$ cat src/rtl/alu_result_sel_if.sv
// Handshake and data bundle for alu_result_sel: selector inputs, the registered
// valid/ready output stream, and the invalid-select debug counter.
interface alu_result_sel_if #(
  parameter int unsigned WIDTH  = 128,
  parameter int unsigned NUM_IN = 8,
  parameter int unsigned CNT_W  = 8
);
  localparam int unsigned SEL_W = $clog2(NUM_IN);

  logic [NUM_IN*WIDTH-1:0] in_data;
  logic [SEL_W-1:0]        opsel;
  logic                    in_valid;
  logic                    in_ready;
  logic [WIDTH-1:0]        out_data;
  logic                    out_err;
  logic                    out_valid;
  logic                    out_ready;
  logic                    err_clr;
  logic [CNT_W-1:0]        err_cnt;

  modport master (
    output in_data, opsel, in_valid, out_ready, err_clr,
    input  in_ready, out_data, out_err, out_valid, err_cnt
  );

  modport slave (
    input  in_data, opsel, in_valid, out_ready, err_clr,
    output in_ready, out_data, out_err, out_valid, err_cnt
  );
endinterface

$ cat src/rtl/alu_result_sel.sv
// Registered NUM_IN:1 result selector with a two-entry skid buffer on the output
// stream; invalid selects yield zero data, an error flag and a saturating count.
module alu_result_sel #(
  parameter int unsigned WIDTH  = 128,
  parameter int unsigned NUM_IN = 8,
  parameter int unsigned CNT_W  = 8
) (
  input logic              clk,
  input logic              rst_n,
  alu_result_sel_if.slave  bus
);
  localparam int unsigned SEL_W = $clog2(NUM_IN);

  logic [WIDTH-1:0] sel_data;
  logic             sel_err;

  logic [WIDTH-1:0] main_data_q, main_data_d;
  logic             main_err_q, main_err_d;
  logic             main_valid_q, main_valid_d;
  logic [WIDTH-1:0] skid_data_q, skid_data_d;
  logic             skid_err_q, skid_err_d;
  logic             skid_valid_q, skid_valid_d;
  logic [CNT_W-1:0] cnt_q, cnt_d;
  logic             rdy_q;

  logic accept;
  logic pop;
  logic acc_err;

  // Any opsel with no matching input leaves the zero/error defaults in place.
  always_comb begin
    sel_data = '0;
    sel_err  = 1'b1;
    for (int k = 0; k < NUM_IN; k++) begin
      if (bus.opsel == SEL_W'(k)) begin
        sel_data = bus.in_data[k*WIDTH +: WIDTH];
        sel_err  = 1'b0;
      end
    end
  end

  assign bus.in_ready = rdy_q & ~skid_valid_q;
  assign accept       = bus.in_valid & bus.in_ready;
  assign pop          = main_valid_q & bus.out_ready;
  assign acc_err      = accept & sel_err;

  always_comb begin
    main_data_d  = main_data_q;
    main_err_d   = main_err_q;
    main_valid_d = main_valid_q;
    skid_data_d  = skid_data_q;
    skid_err_d   = skid_err_q;
    skid_valid_d = skid_valid_q;

    if (!main_valid_q || pop) begin
      // Main is free this edge: refill from skid first to keep FIFO order.
      if (skid_valid_q) begin
        main_data_d  = skid_data_q;
        main_err_d   = skid_err_q;
        main_valid_d = 1'b1;
        skid_valid_d = 1'b0;
      end else if (accept) begin
        main_data_d  = sel_data;
        main_err_d   = sel_err;
        main_valid_d = 1'b1;
      end else begin
        main_valid_d = 1'b0;
      end
    end else if (accept) begin
      skid_data_d  = sel_data;
      skid_err_d   = sel_err;
      skid_valid_d = 1'b1;
    end
  end

  always_comb begin
    cnt_d = cnt_q;
    if (bus.err_clr) begin
      cnt_d = acc_err ? CNT_W'(1) : '0;
    end else if (acc_err && (cnt_q != {CNT_W{1'b1}})) begin
      cnt_d = cnt_q + CNT_W'(1);
    end
  end

  always_ff @(posedge clk or negedge rst_n) begin
    if (!rst_n) begin
      main_data_q  <= '0;
      main_err_q   <= 1'b0;
      main_valid_q <= 1'b0;
      skid_data_q  <= '0;
      skid_err_q   <= 1'b0;
      skid_valid_q <= 1'b0;
      cnt_q        <= '0;
      rdy_q        <= 1'b0;
    end else begin
      main_data_q  <= main_data_d;
      main_err_q   <= main_err_d;
      main_valid_q <= main_valid_d;
      skid_data_q  <= skid_data_d;
      skid_err_q   <= skid_err_d;
      skid_valid_q <= skid_valid_d;
      cnt_q        <= cnt_d;
      rdy_q        <= 1'b1;
    end
  end

  assign bus.out_data  = main_data_q;
  assign bus.out_err   = main_err_q;
  assign bus.out_valid = main_valid_q;
  assign bus.err_cnt   = cnt_q;
endmodule

$ cat src/flat_wrapper.sv
// flat-port wrapper written by rule: the top's interface ports become plain ports
module alu_result_sel_flat 
#(
  parameter int unsigned WIDTH  = 128,
  parameter int unsigned NUM_IN = 8,
  parameter int unsigned CNT_W  = 8
)
  (clk, rst_n, bus_in_data, bus_opsel, bus_in_valid, bus_out_ready, bus_err_clr, bus_in_ready, bus_out_data, bus_out_err, bus_out_valid, bus_err_cnt);
  alu_result_sel_if #(.WIDTH(WIDTH), .NUM_IN(NUM_IN), .CNT_W(CNT_W)) bus_i ();
  input logic clk;
  input logic rst_n;
  input wire logic [$bits(bus_i.in_data)-1:0] bus_in_data;
  input wire logic [$bits(bus_i.opsel)-1:0] bus_opsel;
  input wire logic [$bits(bus_i.in_valid)-1:0] bus_in_valid;
  input wire logic [$bits(bus_i.out_ready)-1:0] bus_out_ready;
  input wire logic [$bits(bus_i.err_clr)-1:0] bus_err_clr;
  output wire logic [$bits(bus_i.in_ready)-1:0] bus_in_ready;
  output wire logic [$bits(bus_i.out_data)-1:0] bus_out_data;
  output wire logic [$bits(bus_i.out_err)-1:0] bus_out_err;
  output wire logic [$bits(bus_i.out_valid)-1:0] bus_out_valid;
  output wire logic [$bits(bus_i.err_cnt)-1:0] bus_err_cnt;
  assign bus_i.in_data = bus_in_data;
  assign bus_i.opsel = bus_opsel;
  assign bus_i.in_valid = bus_in_valid;
  assign bus_i.out_ready = bus_out_ready;
  assign bus_i.err_clr = bus_err_clr;
  assign bus_in_ready = bus_i.in_ready;
  assign bus_out_data = bus_i.out_data;
  assign bus_out_err = bus_i.out_err;
  assign bus_out_valid = bus_i.out_valid;
  assign bus_err_cnt = bus_i.err_cnt;
  alu_result_sel #(.WIDTH(WIDTH), .NUM_IN(NUM_IN), .CNT_W(CNT_W)) u_core (.clk(clk), .rst_n(rst_n), .bus(bus_i));
endmodule
$ cat config.mk
export PLATFORM = sky130hd
export DESIGN_NAME = alu_result_sel_flat
export DESIGN_NICKNAME = d
export VERILOG_FILES = /design/src/rtl/alu_result_sel_if.sv /design/src/rtl/alu_result_sel.sv /design/src/flat_wrapper.sv
export SDC_FILE = /design/constraint.sdc
export NUM_CORES = 1
export LEC_CHECK = 0
export ABC_AREA = 1
export BUFFER_PORTS_ARGS = -buffer_cell sky130_fd_sc_hd__buf_2
export CAP_MARGIN = 20
export CORE_AREA = 2 2 456 458
export DETAILED_ROUTE_END_ITERATION = 8
export DIE_AREA = 0 0 458 460
export PLACE_DENSITY_LB_ADDON = 0.2
export SYNTH_ARGS = -nofsm -noshare
export SYNTH_HDL_FRONTEND = slang
export SYNTH_SLANG_ARGS = --single-unit
$ cat constraint.sdc
create_clock -name clk -period 2.6 [get_ports clk]
set_clock_uncertainty 0.2 [all_clocks]
set_input_delay 0.13 -clock clk [delete_from_list [all_inputs] [get_ports clk]]
set_output_delay 0.13 -clock clk [all_outputs]
set_load 0.05 [all_outputs]
* Word level (Yosys, flattened, before mapping)
Index checks and enable logic that the tools add are counted.
W data, S select, Z words.
** Operators by class
- Bitwise logic cells :: 6
- Reductions and logical operators :: 9
- Mux-type cells :: 27
- Eq/ne operators :: 8
- Add/sub/neg operators :: 1
** Operator list (number)
- $mux W128 :: 10
- $mux W8 :: 2
- $mux W1 :: 15
- $eq A3 B3 Y1 const B :: 4
- $add A8 B1 Y8 const B :: 1
- $ne A8 B8 Y1 const B :: 1
- $eq A3 B2 Y1 const B :: 2
- $reduce_bool A2 Y1 :: 3
- $and A1 B1 Y1 :: 4
- $reduce_and A2 Y1 :: 2
- $eq A3 B1 Y1 const B :: 1
- $logic_not A3 Y1 :: 1
- $not A1 Y1 :: 2
- $logic_and A1 B1 Y1 :: 1
- $logic_not A1 Y1 :: 1
- $logic_or A1 B1 Y1 :: 1
** Word-level totals
- Bits in registers :: 269
- Output and inout bits :: 139

* Logic depth before layout (Yosys ltp)
Gate-level depths: netlist of run 1.
- Depth after elaboration :: 13
- Depth in mapped cells :: 14
- Depth with buffers taken out :: 11

* Least setup slack after synthesis of run 1
Ideal clock, no wire load.
- Path type :: reg2reg
- Start :: register u_core.skid_valid_q
- End :: register u_core.main_data_q[25] (netlist: u_core.bus.out_data[25])
- Cell stages (with the launch flop) :: 12
- Slack :: 0.026 ns
- Setup time :: 0.121 ns
- Period minus slack after synthesis :: 2.574 ns
- Data required time :: 2.279 ns
- Buffers on the path :: 3
- Data arrival time :: 2.252 ns
- Cells stage by stage :: dfrtp_1 > buf_2 > nor2_1 > nand2_1 > nand2_1 > inv_1 > nor2_2 > inv_2 > clkbuf_1 > clkbuf_1 > nand2_1 > nand2_1
** On the way
- Word-level cells in the longest chain between the ends :: 5
- Elaborated cells on any way between the ends :: 6
- Classes of those cells :: mux: 1; bitwise: 3; reduce/logical: 2
** Ends and longest elaborated chain
- start, declared :: line alu_result_sel.sv:22 : logic skid_valid_q, skid_valid_d;
- start signal, assigned :: line alu_result_sel.sv:101 : skid_valid_q <= skid_valid_d;
- $not A1 Y1 :: line alu_result_sel.sv:42 : assign bus.in_ready = rdy_q & ~skid_valid_q;
- $and A1 B1 Y1 :: line alu_result_sel.sv:42
- net bus_in_ready :: line flat_wrapper.sv:17 : output wire logic [$bits(bus_i.in_ready)-1:0] bus_in_ready;
- $and A1 B1 Y1 :: line alu_result_sel.sv:43 : assign accept = bus.in_valid & bus.in_ready;
- $reduce_bool A2 Y1 (no line)
- $reduce_and A2 Y1 (no line)
- end signal, assigned :: line alu_result_sel.sv:96 : main_data_q <= main_data_d;
- end, declared :: line alu_result_sel.sv:17 : logic [WIDTH-1:0] main_data_q, main_data_d;
The timed path passes the listed nets, and every way through them passes these cells.
A chain may end at the register's enable or synchronous reset.

* Final worst setup path of run 1
- Start :: input bus_opsel[2]
- End :: register u_core.skid_data_q[62]
** On the way
- Word-level cells in the longest chain between the ends :: 9
- Elaborated cells on any way between the ends :: 16
- Classes of those cells :: eq/ne: 7; mux: 8; reduce/logical: 1
** Ends and longest elaborated chain
- start, declared :: line flat_wrapper.sv:13 : input wire logic [$bits(bus_i.opsel)-1:0] bus_opsel;
- $logic_not A3 Y1 :: line alu_result_sel.sv:35 : if (bus.opsel == SEL_W'(k)) begin
- $mux W128 (7 in a row) :: line alu_result_sel.sv:35
- $mux W128 * :: line alu_result_sel.sv:35
- end signal, assigned :: line alu_result_sel.sv:99 : skid_data_q <= skid_data_d;
- end, declared :: line alu_result_sel.sv:20 : logic [WIDTH-1:0] skid_data_q, skid_data_d;
Every way passes the cells marked *; elsewhere a longest branch is shown, timed or not.

==> flow_metrics.env, run 1 <==
export IMPL_status="complete, but fails checks"
export IMPL_failed_checks="negative hold slack"
export IMPL_clk_pin_slew_worst_paths_ps=60
export IMPL_core_region_area_um2=206000
export IMPL_arrival_ps=2860
export IMPL_clock_sinks=269
export IMPL_grt_pass1_vias=27900
export IMPL_synth_top_area_share_pct=34.6
export IMPL_vias=27500
export IMPL_nNetsFinal=5927
export IMPL_critPathBufInv=6
export IMPL_drc=0
export IMPL_rows=167
export IMPL_numCtsBuffers=42
export IMPL_h_tree_depth=2
export IMPL_globalRouteOverflowTotal=0
export IMPL_clk_latency_ps=610
export IMPL_cp_slowest_stage_delay_ps=590
export IMPL_grt_pass1_wl_mm=216
export IMPL_synth_area_um2=19500
export IMPL_powerDensity_nw_per_um2=590
export IMPL_viasPerCell=3.59
export IMPL_synth_avg_cell_area_um2=5.75
export IMPL_critical_path_top_delay_family="buffers and inverters"
export IMPL_gp_congestion=0.891
export IMPL_ys_ff_latch=269
export IMPL_synth_cell_type_count=22
export IMPL_critPathLaunchType="primary input"
export IMPL_final_cell_mix="1,627 x nand2_1, 1,169 x buf_2, 574 x nor2_1, 325 x dlygate4sd3_1, 268 x dfrtp_1"
export IMPL_end_kind="register"
export IMPL_max_freq_mhz=391
export IMPL_io_pins=1171
export IMPL_drt_iter0_markers=1657
export IMPL_synth_area_leaders="dfrtp_1 35%, nand2_1 31%, nor2_1 11%"
export IMPL_leakage_nw=19.0
export IMPL_crit_chain="buf_2 -> buf_4 -> nand3_4 -> inv_2 -> buf_12 -> nand2_1 -> nand2_1 -> a21oi_1 -> nand3_1 -> dlygate4sd3_1 -> nand2_1 -> dlygate4sd3_1 -> nand2_1"
export IMPL_final_common_cell="nand2_1"
export IMPL_firstDrtPassIters=5
export IMPL_syn_nets=4422
export IMPL_die_width_um=458
export IMPL_portBuffers=1170
export IMPL_p_sw_share_pct=42.2
export IMPL_whs_ps=-71.1
export IMPL_crit_top_cell="nand2_1"
export IMPL_die_y_um=460
export IMPL_cp_data_required_time_ps=2910
export IMPL_max_slew_margin_pct=52.5
export IMPL_critPathSlowestCell="dlygate4sd3_1"
export IMPL_yosys_warnings=0
export IMPL_p_sw_mw=8.62
export IMPL_worst_pin_slew_ps=713
export IMPL_drv_cap=0
export IMPL_period_share_pct=98.3
export IMPL_drive_gt1_share_pct=30.3
export IMPL_pwr_share_seq_pct=29.6
export IMPL_post_dp_hpwl_mm=130
export IMPL_cts_tree="yes"
export IMPL_antenna_found_initial=48
export IMPL_pwr_share_comb_pct=39.8
export IMPL_dieArea_um2=211000
export IMPL_grt_use_total_pct=14.5
export IMPL_ir_drop_uv=386
export IMPL_crit_path_max_fanout=35
export IMPL_path_class="primary input to register"
export IMPL_wirelength_mm=162
export IMPL_internal_power_mw=11.8
export IMPL_clock_path_buffers=3
export IMPL_initial_core_util_pct=9.46
export IMPL_synth_seq_area_share_pct=34.6
export IMPL_hold_viol_final=1
export IMPL_setup_tns_ps=0
export IMPL_ant_nets=0
export IMPL_grt_start_max_net_pins=97
export IMPL_setup_viol=0
export IMPL_slew_viol_final=0
export IMPL_hp_class="primary input to register"
export IMPL_period_minus_slack_ps=2560
export IMPL_wire_per_inst_um=21.1
export IMPL_power_share_clock_pct=30.6
export IMPL_yosysTopAreaCell="dfrtp_1"
export IMPL_cts_root_buffer="clkbuf_16"
export IMPL_area_growth_pct=77.8
export IMPL_syn_inst=3390
synthesized netlist by cell type, drive strengths merged:
cell type  count
buf           60
o21ai        127
a21oi         69
o31ai          1
nor2         581
nor3b          1
conb           1
inv          209
o21bai        34
clkbuf       143
nand3         75
dfrtp        269
nor3           1
a31oi          1
nand2       1628
or2           93
nand4         97
kinds of logic (layout without fill, tap and decap cells):
logic type | Yosys count | count (layout) | synth area share [%]
compound gates | 232 | 232 | 6.42
buf+inv | 412 | 1949 | 8.28
flops | 269 | 269 | 34.6
other cells | 1 | 21 | 0.0192
simple gates | 2476 | 2476 | 50.7
sequential cells by signal (all words and copies together), names as in the netlist:
register and count:
u_core.skid_err_q 1, u_core.bus.out_err 1, u_core.bus.out_data 128, u_core.rdy_q 1, u_core.bus.out_valid 1, u_core.skid_valid_q 1
u_core.bus.err_cnt 8, u_core.skid_data_q 128
power groups by stage:
stage / combinational, mW / clock [mW] / sequential (mW)
after floorplan: 2.14 / 0 / 8.02
after global placement: 7.67 / 0 / 6.10
after detailed placement: 7.66 / 0 / 6.12
after CTS: 8.33 / 6.58 / 6.07
after global routing: 8.88 / 6.70 / 6.22
final: 8.13 / 6.25 / 6.05
repair_timing:
item	in CTS	in global routing
buffers inserted	0	12
hold buffers	322	5
hold endpoints to repair	537	2
resized for setup	0	13
endpoints found under the setup margin	0	22
layout make-up:
cell class	count	area, µm²
clock inverter	19	258
sequential	269	6730
clock buffer	57	1210
antenna	20	50.0
inverter	209	827
fill	24200	171000
timing repair inverter	1	8.76
tap	2704	3380
timing repair buffer	1663	11000
multi-input combinational	2709	11200
worst min-delay path, cell delays in order:
cell and delay (ps):
buf_2 80, nand2_1 70, nand3_1 80, a21oi_1 40, nand3_1 160, o21bai_1 90, nand2_1 50
metrics by stage:
| step | total power [mW] | utilization [%] | std cells | area (µm²) | setup WS (ps) |
|---|---|---|---|---|---|
| 3_5_place_dp | 13.8 | 14.4 | 7216 | 29700 | -258 |
| 4_1_cts | 21.0 | 16.7 | 7614 | 34400 | 12.5 |
| 5_1_grt | 21.8 | 16.8 | 7636 | 34600 | -12.2 |
| 6_report | 20.4 | 16.8 | 7651 | 34600 | 44.2 |
| 3_3_place_gp | 13.8 | 14.4 | 7216 | 29700 | -257 |
| 2_1_floorplan | 10.2 | - | 3390 | 19500 | 26.4 |
layer usage:
layer  global-route usage [%]  wire length, µm
met1                     17.3            66600
met2                     26.0            79900
met3                     3.25            10300
met4                     3.91             4560
met5                        0              204
worst paths after layout:
kind	startpoint	end	slack (ps)	cells after the start
worst max-delay path	bus_opsel[2]	u_core.skid_data_q[62]	40	13
worst min-delay path	bus_in_data[97]	u_core.bus.out_data[97]	-70	7
worst max register to register	u_core.skid_valid_q	u_core.skid_data_q[36]	200	7
worst min register to register	u_core.skid_data_q[7]	u_core.skid_data_q[7]	270	2
max in group asynchronous	rst_n	u_core.skid_data_q[33]	1070	5
min in group asynchronous	rst_n	u_core.bus.out_data[75]	580	4
(Power assumes the default switching activity.)
==> run 2, diff against run 1 <==
--- a/config.mk
+++ b/config.mk
@@ -12,6 +12,7 @@
 export DETAILED_ROUTE_END_ITERATION = 8
 export DIE_AREA = 0 0 458 460
 export PLACE_DENSITY_LB_ADDON = 0.2
+export SETUP_SLACK_MARGIN = 0.15
 export SYNTH_ARGS = -nofsm -noshare
 export SYNTH_HDL_FRONTEND = slang
 export SYNTH_SLANG_ARGS = --single-unit
==> run 2 against run 1 <==
  * Register-to-register slack improved by 170 ps
  * First-iteration DRC count decreased by 3.5%
  * Largest power group unchanged
  * Routed wire length decreased by 4.4%
  * Clock power decreased by 12%
  * Final area decreased by 0.35%
  * Combinational power about the same
  * Flip-flop and latch count unchanged
  * Via count decreased by 0.27%
  * The run still ends with negative hold slack left
==> flow_metrics.env, run 2 (synthesized netlist as in run 1, its figures left out) <==
export IMPL_ir_drop_uv=382
export IMPL_worst_pin_slew_ps=806
export IMPL_grt_use_total_pct=14.1
export IMPL_antenna_found_initial=48
export IMPL_multi_input_area_um2=11200
export IMPL_crit_start="bus_opsel[1]"
export IMPL_h_tree_depth=2
export IMPL_critPathLaunchType="primary input"
export IMPL_failed_checks="negative hold slack"
export IMPL_final_common_cell="nand2_1"
export IMPL_wire_per_inst_um=20.2
export IMPL_pre_cts_slack_ps=-75.7
export IMPL_die_y_um=460
export IMPL_final_cells=7655
export IMPL_cp_data_required_time_ps=2900
export IMPL_portBuffers=1170
export IMPL_arrival_ps=2710
export IMPL_grt_use_met2_pct=25.9
export IMPL_wirelength_mm=154
export IMPL_grt_util_met1_pct=16.4
export IMPL_clock_path_buffers=3
export IMPL_cts_root_buffer="clkbuf_16"
export IMPL_initial_core_util_pct=9.46
export IMPL_clock_sinks=269
export IMPL_seq_area_um2=6730
export IMPL_status="complete, but fails checks"
export IMPL_rsz0062_at_grt="yes"
export IMPL_worstRegToRegCells=10
export IMPL_r2r_start="u_core.skid_valid_q"
export IMPL_layout_setup_ws_ps=186
export IMPL_crit_path_max_fanout=22
export IMPL_grt_start_max_net_pins=115
export IMPL_grt_pass1_wl_mm=212
export IMPL_final_cell_mix="1,627 x nand2_1, 1,169 x buf_2, 574 x nor2_1, 363 x dlygate4sd3_1, 268 x dfrtp_1"
export IMPL_whs_ps=-4.86
export IMPL_leakage_nw=18.9
export IMPL_io_pins=1171
export IMPL_setup_viol=0
export IMPL_drt_iter0_markers=1599
export IMPL_period_share_pct=92.9
export IMPL_powerDensity_nw_per_um2=570
export IMPL_hp_class="primary input to register"
export IMPL_clk_pin_slew_worst_paths_ps=50
export IMPL_met3_usage_pct=2.96
export IMPL_core_region_area_um2=206000
export IMPL_cts_tree="yes"
export IMPL_drive_gt1_share_pct=29.6
export IMPL_area_growth_pct=77.2
export IMPL_hold_viol_final=1
export IMPL_ant_nets=0
export IMPL_post_dp_hpwl_mm=126
export IMPL_vias=27400
export IMPL_firstDrtPassIters=5
export IMPL_numCtsBuffers=39
export IMPL_path_class="primary input to register"
export IMPL_dieArea_um2=211000
export IMPL_gp_congestion=0.895
export IMPL_period_minus_slack_ps=2410
export IMPL_reg2reg_slack_ps=370
export IMPL_busiest_layer="met2"
export IMPL_nNetsFinal=5941
export IMPL_slew_viol_final=0
export IMPL_drc=0
export IMPL_r2r_end="u_core.bus.out_data[90]"
export IMPL_max_slew_margin_pct=46.3
export IMPL_clk_latency_ps=610
export IMPL_drv_cap=0
export IMPL_die_width_um=458
export IMPL_max_freq_mhz=414
export IMPL_globalRouteOverflowTotal=0
export IMPL_fillers=24300
export IMPL_grt_pass1_vias=28300
export IMPL_dp_cells=7206
export IMPL_endpoint="u_core.bus.out_data[76]"
export IMPL_end_kind="register"
export IMPL_viasPerCell=3.58
export IMPL_rows=167
==> run 2: cell types whose count changed in the layout (fill, tap and decap cells not counted), moves of 3 or more <==
cell | before | now
dlygate4sd3_1 | 325 | 363
buf_12 | 41 | 33
diode_2 | 20 | 12
buf_4 | 120 | 114
clkbuf_1 | 6 | 12
clkbuf_16 | 45 | 39
buf_6 | 4 | 0
bufinv_16 | 5 | 1
clkinv_2 | 5 | 2
clkinvlp_4 | 6 | 3
==> run 2: report_power, final <==
part	switching, mW	total, mW	internal, mW
Clock	2.33	5.52	3.19
Combinational	5.46	8.10	2.64
Sequential	0.660	6.04	5.38
Total	8.45	19.7	11.2
==> run 2: worst max-delay path, stage by stage <==
cell and delay (ps):
buf_2 230, inv_2 80, nand2_1 170, nor2_4 80, buf_12 160, buf_12 250, nand2_1 100, nand2_2 120
nor2_1 100, nand4_1 250, nand2_1 140, dlygate4sd3_1 580, nand2_1 50, nand2_1 70, nand2_1 40
==> run 2: final cells by class <==
| class | instances | share of cell area [%] |
|---|---|---|
| sequential | 269 | 19.5 |
| multi-input combinational | 2709 | 32.5 |
| inverter | 209 | 2.43 |
| timing repair buffer | 1681 | 32.0 |
| clock inverter | 10 | 0.359 |
| antenna | 12 | 0.0870 |
| clock buffer | 61 | 3.36 |
| tap | 2704 | 9.80 |
==> run 2: repair_timing <==
item / in CTS / in global routing
hold buffers: 364 / 0
endpoints found under the hold margin: 536 / 0
gates resized for setup: 0 / 5
endpoints found under the setup margin: 0 / 20
buffers inserted: 0 / 2
==> run 2: per-stage QoR <==
step	hold slack (ps)	utilization, %	cell area, µm²	power (mW)	setup TNS (ps)
6_report	-4.86	16.8	34500	19.7	0
5_1_grt	51.0	16.8	34500	21.0	0
4_1_cts	10.0	16.7	34400	20.3	0
3_5_place_dp	-29.1	14.3	29500	13.8	-169
3_3_place_gp	-36.3	14.3	29500	13.8	-145
2_1_floorplan	-366	-	19500	10.2	0
==> run 2: layer usage <==
layer  up-vias  wire, µm
li1      13400         -
met1     12700     62500
met2      1046     78600
met3       194      9130
met4        20      4140
met5         -       133
==> run 2: worst min-delay path by stage <==
stage,startpoint,to,slack [ps],cells past startpoint
3_3_place_gp,rst_n,u_core.bus.out_data[23],-40,1
5_1_grt,bus_in_data[456],u_core.bus.out_data[72],50,7
2_1_floorplan,rst_n,u_core.bus.err_cnt[0],-370,0
3_5_place_dp,rst_n,u_core.bus.out_data[23],-30,1
6_report,bus_in_data[456],u_core.bus.out_data[72],-5,7
4_1_cts,bus_in_data[456],u_core.bus.out_data[72],10,7
==> run 3, diff against run 2 <==
--- a/config.mk
+++ b/config.mk
@@ -11,7 +11,8 @@
 export CORE_AREA = 2 2 456 458
 export DETAILED_ROUTE_END_ITERATION = 8
 export DIE_AREA = 0 0 458 460
-export PLACE_DENSITY_LB_ADDON = 0.2
+export GPL_TIMING_DRIVEN = 1
+export PLACE_DENSITY = 0.38
 export SETUP_SLACK_MARGIN = 0.15
 export SYNTH_ARGS = -nofsm -noshare
 export SYNTH_HDL_FRONTEND = slang
==> run 3 against run 2 <==
  * The flow now finishes without violations
  * Sequential power is essentially flat
  * Register-to-register slack worse by 80 ps
  * Routed wire length is 2.1% higher
  * Non-clock buffer count fell by 48
  * Global-route usage increased by 0.20 points
  * First-iteration DRC count increased by 4.4%
  * Clock power grew 11%
==> flow_metrics.env, run 3 (synthesized netlist as in run 1, its figures left out) <==
export IMPL_area_growth_pct=76.2
export IMPL_cts_tree="yes"
export IMPL_die_y_um=460
export IMPL_crit_path_max_fanout=37
export IMPL_grt_start_max_net_pins=81
export IMPL_end_kind="register"
export IMPL_finalInstanceArea_um2=34300
export IMPL_pre_cts_slack_ps=-60.7
export IMPL_wire_per_inst_um=20.7
export IMPL_layout_setup_ws_ps=268
export IMPL_place_area_um2=29300
export IMPL_clk_latency_ps=630
export IMPL_globalRouteOverflowTotal=0
export IMPL_crit_top_cell="nand2_1"
export IMPL_critPathLaunchType="primary input"
export IMPL_grt_use_total_pct=14.3
export IMPL_holdPathStages=6
export IMPL_cp_data_required_time_ps=2920
export IMPL_drt_iter0_markers=1670
export IMPL_max_freq_mhz=429
export IMPL_worstRegToRegCells=9
export IMPL_rsz0062_at_grt="yes"
export IMPL_h_tree_depth=2
export IMPL_wirelength_mm=158
export IMPL_fillers=24100
export IMPL_viasPerCell=3.62
export IMPL_crit_chain="buf_2 -> inv_2 -> buf_4 -> nor2_4 -> inv_8 -> buf_12 -> nand2_1 -> nor2_1 -> nand4_1 -> buf_4 -> nand2_1 -> dlygate4sd3_1 -> nand2_1 -> nand2_1 -> nand2_1"
export IMPL_drive_gt1_share_pct=29.4
export IMPL_vias=27500
export IMPL_dieArea_um2=211000
export IMPL_grt_pass1_vias=28400
export IMPL_cts_root_buffer="clkbuf_16"
export IMPL_die_width_um=458
export IMPL_clk_pin_slew_worst_paths_ps=60
export IMPL_hp_class="primary input to register"
export IMPL_hold_viol_final=0
export IMPL_period_minus_slack_ps=2330
export IMPL_drv_cap=0
export IMPL_powerDensity_nw_per_um2=591
export IMPL_p_total_mw=20.3
export IMPL_final_cell_mix="1,628 x nand2_1, 1,169 x buf_2, 574 x nor2_1, 345 x dlygate4sd3_1, 268 x dfrtp_1"
export IMPL_cp_slowest_stage_delay_ps=560
export IMPL_core_region_area_um2=206000
export IMPL_slew_viol_final=0
export IMPL_numCtsBuffers=42
export IMPL_clock_path_buffers=3
export IMPL_ant_nets=0
export IMPL_leakage_nw=18.7
export IMPL_clock_sinks=269
export IMPL_rows=167
export IMPL_final_common_cell="nand2_1"
export IMPL_nNetsFinal=5897
export IMPL_io_pins=1171
export IMPL_max_slew_margin_pct=58.6
export IMPL_setup_viol=0
export IMPL_portBuffers=1170
export IMPL_post_dp_hpwl_mm=126
export IMPL_antenna_found_initial=55
export IMPL_critPathSlowestCell="dlygate4sd3_1"
export IMPL_path_class="primary input to register"
export IMPL_initial_core_util_pct=9.46
export IMPL_grt_pass1_wl_mm=213
export IMPL_arrival_ps=2650
export IMPL_drc=0
export IMPL_status="completed"
export IMPL_ir_drop_uv=397
export IMPL_period_share_pct=89.7
export IMPL_firstDrtPassIters=6
export IMPL_worst_pin_slew_ps=621
export IMPL_gp_congestion=0.947
## run 3: cell types whose count changed in the layout (fill, tap and decap cells not counted), sizes merged
cell and change:
buf -30, bufinv +4, clkbuf -5, clkinv +5, clkinvlp +2, dlygate4sd3 -18
inv +1
## run 3: report_power, final
| part | switching (mW) | internal, mW | leakage [nW] |
|---|---|---|---|
| combinational | 5.51 | 2.61 | 14.6 |
| sequential | 0.681 | 5.39 | 3.42 |
| clock | 2.47 | 3.63 | 0.683 |
## run 3: final cells by class
class | count | area [µm²] | share of cell area, %
sequential | 269 | 6730 | 19.6
multi-input combinational | 2709 | 11200 | 32.6
timing repair buffer | 1633 | 10700 | 31.2
clock buffer | 56 | 1150 | 3.36
timing repair inverter | 1 | 11.3 | 0.0328
antenna | 12 | 30.0 | 0.0875
clock inverter | 21 | 273 | 0.794
tap | 2704 | 3380 | 9.85
inverter | 209 | 838 | 2.44
## run 3: critical path, delay by kind of cell
kind	cells	cell delay, ps
buf+inv	7	1640
simple gates	8	820
## run 3: metrics by stage
step	setup TNS (ps)	instances	utilization (%)	hold slack (ps)
4_1_cts	0	7599	16.6	21.2
3_3_place_gp	-68.0	7176	14.2	-24.8
6_report	0	7614	16.7	2.57
5_1_grt	0	7608	16.7	21.3
3_5_place_dp	-98.8	7176	14.2	-12.4
2_1_floorplan	0	3390	-	-366
## run 3: path summary, 6_finish.rpt
kind	from	endpoint	slack (ps)
max	bus_opsel[2]	u_core.bus.out_data[72]	270
min in group asynchronous	rst_n	u_core.skid_data_q[48]	50
max in group asynchronous	rst_n	u_core.bus.out_data[67]	1770
min reg2reg	u_core.bus.out_data[19]	u_core.bus.out_data[19]	270
min	bus_in_data[604]	u_core.skid_data_q[92]	3
max reg2reg	u_core.bus.out_valid	u_core.skid_data_q[83]	290
## run 3: repair_timing
action / in CTS / in global routing
endpoints found under the hold margin: 537 / 0
gates resized for setup: 0 / 3
setup buffers: 0 / 2
hold buffers: 346 / 0
endpoints found under the setup margin: 0 / 10
## run 3: metal layers
| metal | vias up | GRT usage [%] | routed length [µm] |
|---|---|---|---|
| met2 | 1232 | 25.8 | 78700 |
| met4 | 24 | 5.36 | 5880 |
| li1 | 13300 | - | - |
| met5 | - | 0 | 149 |
| met3 | 251 | 3.35 | 10300 |
| met1 | 12700 | 16.2 | 62600 |
